File: src/rtl/mem_arbiter.sv
// Two-port arbiter sharing one 256-bit Data Memory port between the icache (port 0)
// and the dcache (port 1). It arbitrates whole transactions and flags a memory that never acks.
module mem_arbiter #(
  parameter bit RR_EN   = 1'b1,
  parameter int TIMEOUT = 1023,
  parameter int CNT_W   = 10
) (
  input  logic         clk_i,
  input  logic         rst_i,
  input  logic         req0_enable_i,
  input  logic         req0_write_i,
  input  logic [31:0]  req0_addr_i,
  input  logic [255:0] req0_data_i,
  output logic         req0_ack_o,
  input  logic         req1_enable_i,
  input  logic         req1_write_i,
  input  logic [31:0]  req1_addr_i,
  input  logic [255:0] req1_data_i,
  output logic         req1_ack_o,
  output logic [255:0] rd_data_o,
  input  logic [255:0] mem_data_i,
  input  logic         mem_ack_i,
  output logic [255:0] mem_data_o,
  output logic [31:0]  mem_addr_o,
  output logic         mem_enable_o,
  output logic         mem_write_o,
  output logic         timeout_o
);

  typedef enum logic [1:0] {IDLE, GNT0, GNT1} state_t;

  localparam logic [CNT_W-1:0] TMO = CNT_W'(TIMEOUT);

  state_t           state;
  logic             last_grant;
  logic [CNT_W-1:0] cnt;
  logic [CNT_W-1:0] cnt_nxt;
  logic             gnt_en;
  logic             pick1;

  function automatic logic [CNT_W-1:0] sat_inc(input logic [CNT_W-1:0] v);
    return (v == TMO) ? v : v + 1'b1;
  endfunction

  assign rd_data_o = mem_data_i;
  assign cnt_nxt   = sat_inc(cnt);
  assign gnt_en    = (state == GNT1) ? req1_enable_i : req0_enable_i;
  // Round-robin favours the port that did not complete last; fixed priority favours the dcache.
  assign pick1     = RR_EN ? ~last_grant : 1'b1;

  // Memory side is a combinational pass-through of the granted port.
  always_comb begin
    mem_enable_o = 1'b0;
    mem_write_o  = 1'b0;
    mem_addr_o   = '0;
    mem_data_o   = '0;
    req0_ack_o   = 1'b0;
    req1_ack_o   = 1'b0;
    unique case (state)
      GNT0: begin
        mem_enable_o = req0_enable_i;
        mem_write_o  = req0_write_i;
        mem_addr_o   = req0_addr_i;
        mem_data_o   = req0_data_i;
        req0_ack_o   = mem_ack_i;
      end
      GNT1: begin
        mem_enable_o = req1_enable_i;
        mem_write_o  = req1_write_i;
        mem_addr_o   = req1_addr_i;
        mem_data_o   = req1_data_i;
        req1_ack_o   = mem_ack_i;
      end
      default: ;
    endcase
  end

  always_ff @(posedge clk_i or posedge rst_i) begin
    if (rst_i) begin
      state      <= IDLE;
      last_grant <= 1'b1;
      cnt        <= '0;
      timeout_o  <= 1'b0;
    end else begin
      unique case (state)
        IDLE: begin
          cnt <= '0;
          if (req0_enable_i && req1_enable_i) state <= pick1 ? GNT1 : GNT0;
          else if (req1_enable_i)             state <= GNT1;
          else if (req0_enable_i)             state <= GNT0;
        end
        GNT0, GNT1: begin
          cnt <= cnt_nxt;
          // cnt_nxt counts grant cycles already spent without an ack.
          if (TIMEOUT != 0 && cnt_nxt == TMO && !mem_ack_i) timeout_o <= 1'b1;
          if (mem_ack_i) begin
            state      <= IDLE;
            last_grant <= (state == GNT1);
          end else if (!gnt_en) begin
            state <= IDLE;
          end
        end
        default: state <= IDLE;
      endcase
    end
  end

endmodule

File: config.mk
export PLATFORM = sky130hd
export DESIGN_NAME = mem_arbiter
export DESIGN_NICKNAME = d
export VERILOG_FILES = /design/src/rtl/mem_arbiter.sv
export SDC_FILE = /design/constraint.sdc
export NUM_CORES = 1
export LEC_CHECK = 0
export CAP_MARGIN = 10
export CORE_AREA = 3 3 539 541
export DETAILED_ROUTE_END_ITERATION = 10
export DIE_AREA = 0 0 542 544
export SLEW_MARGIN = 20
export SYNTH_ARGS = -nofsm -noshare
export SYNTH_HDL_FRONTEND = slang
export SYNTH_SLANG_ARGS = --single-unit
File: constraint.sdc
create_clock -name clk_i -period 2.15 [get_ports clk_i]
set_input_delay 0.215 -clock clk_i [delete_from_list [all_inputs] [get_ports clk_i]]
set_output_delay 0.215 -clock clk_i [all_outputs]
set_load 0.05 [all_outputs]
* Yosys cells after proc, flatten, opt, wreduce, memory -nomap -nowiden
Index checks and enable logic that the tools add are counted.
Operators by class: eq/ne operators 6, $lt $le $gt $ge 0, bitwise operators 0, reduce and logical (&&, ||, !) cells 9, muxes and demuxes 16, add/subtract/negate cells 1, divide/modulo/power cells 0, shift operators 0, multiply operators 0
Operator list (count):
- $pmux W256 S2 | 1
- $pmux W32 S2 | 1
- $eq A10 B10 Y1 const B | 2
- $pmux W10 S2 | 1
- $mux W2 | 6
- $add A10 B1 Y10 const B | 1
- $mux W10 | 1
- $reduce_and A2 Y1 | 3
- $ne A4 B4 Y1 const B | 1
- $pmux W1 S2 | 2
- $pmux W2 S2 | 1
- $mux W1 | 3
- $ne A3 B3 Y1 const B | 1
- $eq A2 B1 Y1 const B | 1
- $eq A2 B2 Y1 const B | 1
- $logic_and A1 B1 Y1 | 2
- $logic_not A2 Y1 | 1
- $reduce_bool A2 Y1 | 1
- $reduce_or A2 Y1 | 1
- $logic_not A1 Y1 | 1
Storage, ports and cells: memory bits (read-only) 0, input port bits 839, bits in registers 14, memory bits (writable) 0, memories kept 0, word-level logic and storage cells 36, latch bits 0

* Depth between registers and ports, before layout
word-level depth 5, depth in mapped cells 8, gate-level depth less buffers 7

* Worst setup path before layout
Ideal clock, no wire load.
kind reg-to-output, from register state[0], to output mem_data_o[109], data arrival time 2175 ps, buffers on the path 3, setup slack -240 ps, stages on the path, launching flop included 8, cells stage by stage dfrtp_1 inv_1 ha_1 clkbuf_1 clkbuf_1 buf_1 a22oi_1 nor2b_1
Between the ends: longest elaborated chain between the ends 2
Ends and longest elaborated chain:
- start, declared | line 34 | state_t state;
- start signal, assigned | line 88 | if (req0_enable_i && req1_enable_i) state <= pick1 ? GNT1 : GNT0;
- $eq A2 B2 Y1 / $eq A2 B1 Y1 (equally long branches) | line 59 | unique case (state)
- $pmux W256 S2 (*) | line 59
- end, declared | line 23 | output logic [255:0] mem_data_o,
Every way passes the cells marked *; elsewhere a longest branch is shown, timed or not.

* Final worst setup path
from register state[1], to output mem_data_o[103]
Same word-level chain as after synthesis.

==> impl_metrics.yaml <==
synthesis:
  async_reset_ff_share_pct: 100
  synth_area_leaders: "a22oi_1 (30%), buf_4 (27%), nor2b_1 (25%)"
  yosysUniqueCellTypes: 42
  ys_ff_latch: 14
  synth_ff_type: "dfrtp_1"
  yosysTopAreaCell: "a22oi_1"
  synthesis.area_um2: 7210
  synth_nets: 1878
  synth_cells: 1034
  syn_avg_cell_area_um2: 6.98
  synth-edff-count: 0
  seq_area_frac_synth_pct: 4.87
  yosysWarnings: 0
  synth_top_cell_area_share_pct: 30.2
run_status:
  status: "finished, violations left"
  violations: "negative setup slack"
timing:
  period_share_pct: 112
  grt_setup_unrepaired: "true"
  fin_tns_setup_ns: -29.31
  fin_ws_ns: -0.267
  final-hold-violation-count: 0
  tightest_slew_ns: 0.650
  setup_viol: 279
  fmax_ghz: 0.414
  drv_slew: 0
  maxSlewHeadroom_pct: 56.6
  fin_crit_ns: 2.42
  finClkSkew_ns: 0.00260
cts:
  cts_made_buffers: 3
  insertion_delay_ns: 0.25
  cts_hold_buf: 0
  cts.sinks: 14
  cts_max_path_buffers: 2
  tritoncts: "yes"
  clk_pin_slew_worst_paths_ns: 0.05
  cts_root_buf: "clkbuf_16"
  htree_levels: 1
run:
  drv_cap: 0
die:
  die_y_um: 544
  initial_core_util_pct: 2.53
  coreArea_um2: 285000
  io_pins: 1388
  rows: 196
  die_width_um: 542
  die-area_um2: 295000
route:
  post_drt_wl_per_cell_um: 43.1
  first_iter_violations: 869
  via_per_inst: 2.30
  vias: 12794
  drt_wl_total_mm: 240
  postRouteAntennaNets: 0
  drc: 0
  drt_pre_antenna_iters: 5
final_layout:
  multi_input_area_um2: 7240
  stdcell_area_um2: 27900
  fillerInstances: 32938
  fin_nets: 2627
  drive_above_1_share_pct: 58.9
  final_common_cell: "clkdlybuf4s50_1"
  final_cell_mix: "clkdlybuf4s50_1 (582), buf_12 (333), a22oi_2 (216)"
  area_delta_synth_final_pct: 287
  seq_area_um2: 352
critical_path:
  required_ns: 1.93
  cp_cell_sequence: "buf_6 > ha_4 > buf_12 > buf_16 > a22oi_2 > nor2b_2 > buf_12"
  cpPeakStageDelay_ns: 0.55
  crit_type: "reg2out"
  end_kind: "output pin"
  worst_setup_path_start_kind: "register"
  cp_max_fo: 8
  critical_path_arrival_ns: 2.20
  slowest_stage: "a22oi_2"
  crit_path_frequent_cell: "buf_12"
place:
  io_buffers: 875
  gp_congestion: 0.958
  dp_hpwl_mm: 209
  placed_area_um2: 23100
grt:
  grt_usage_pct: 14.9
  grt_pass1_wl_mm: 258
  antenna_found_initial: 209
  grt-ovfl-total: 0
  grt_max_degree: 60
  grt_pass1_vias: 11875
hold_path:
  hp-class: "in2async"
power_and_ir_drop:
  cellLeakagePower_uw: 0.00867
  powerDensity_nw_per_um2: 1590
  ir_drop_mv: 0.808
-- per-stage QoR --
stage	hold WS, ns	cells	power [µW]	setup slack, ns	utilization, %
detailed placement	0.431	5416	31300	-0.537	8.11
global placement	0.431	5416	31400	-0.568	8.11
finish	0.377	5569	44300	-0.267	9.79
CTS	0.411	5499	39300	-0.296	9.00
global route	0.430	5549	45900	-0.303	9.77
floorplan	0.104	1034	15200	0.00178	-
-- synth_stat cells (2+ instances only) --
cell type,instances
a22oi_1,290
nor2b_1,290
buf_4,257
clkbuf_1,89
dfrtp_1,13
a21oi_1,12
nor2_1,10
buf_1,9
nand2_1,6
nand3_1,6
and2_1,5
ha_1,5
inv_1,5
nand4_1,4
a22o_1,3
clkbuf_4,2
mux2_2,2
o21ai_0,2
-- registers in the layout, indices dropped and copies added, names as in the netlist --
register,flops
cnt,10
last_grant,1
state,2
timeout_o,1
-- critical path: cells and delay by family (launching register included) --
| kind | cells | cell delay, ns |
|---|---|---|
| buffers and inverters | 4 | 0.63 |
| AOI/OAI and AO/OA | 1 | 0.55 |
| DFF | 1 | 0.41 |
| adders and majority gates | 1 | 0.20 |
| and+or+nand+nor | 1 | 0.12 |
-- per-layer routing --
layer	share of wire [%]	vias up	global-route usage, %
li1	-	4968	-
met1	31	5785	13.6
met2	42	1407	22.2
met3	23	498	16.1
met4	3.8	136	4.20
met5	0.39	-	0
-- power by group --
part           switching (µW)  leakage [µW]  internal [µW]
logic                   22700       0.00844          20900
clock network             116     0.0000383            251
registers                43.5      0.000188            312
-- cell type report --
type,count,area share (%)
timing repair buffer,1102,55.4
antenna,25,0.224
sequential,14,1.26
inverter,5,0.0672
clock buffer,4,0.282
tap,3762,16.9
multi-input combinational,657,25.9
-- kinds of logic after synthesis --
family | Yosys count | synth area share [%]
compound gates | 315 | 32.5
xor+xnor | 1 | 0.121
fa+ha+maj | 5 | 0.867
buf+inv | 363 | 32.5
flops | 14 | 4.87
mux | 4 | 0.607
simple gates | 332 | 28.6
-- worst paths after layout --
kind | from | to | slack (ns) | depth (start not counted)
max | state[1]$_DFFE_PP0P_ | mem_data_o[103] | -0.27 | 7
min | rst_i | cnt[9]$_DFFE_PP0P_ | 0.38 | 2
max reg2reg | state[1]$_DFFE_PP0P_ | timeout_o$_DFFE_PP0P_ | 0.05 | 10
min reg2reg | timeout_o$_DFFE_PP0P_ | timeout_o$_DFFE_PP0P_ | 0.49 | 1
max in group asynchronous | rst_i | cnt[2]$_DFFE_PP0P_ | 1.38 | 2
min in group clk_i | mem_data_i[109] | rd_data_o[109] | 0.43 | 0
-- what timing repair did --
action | 4_1_cts | 5_1_grt
cloned | 27 | 39
setup endpoints to repair | 277 | 293
gates resized for setup | 261 | 298
buffers inserted | 52 | 22
pin swaps | 41 | 48
(Power assumes the default switching activity.)
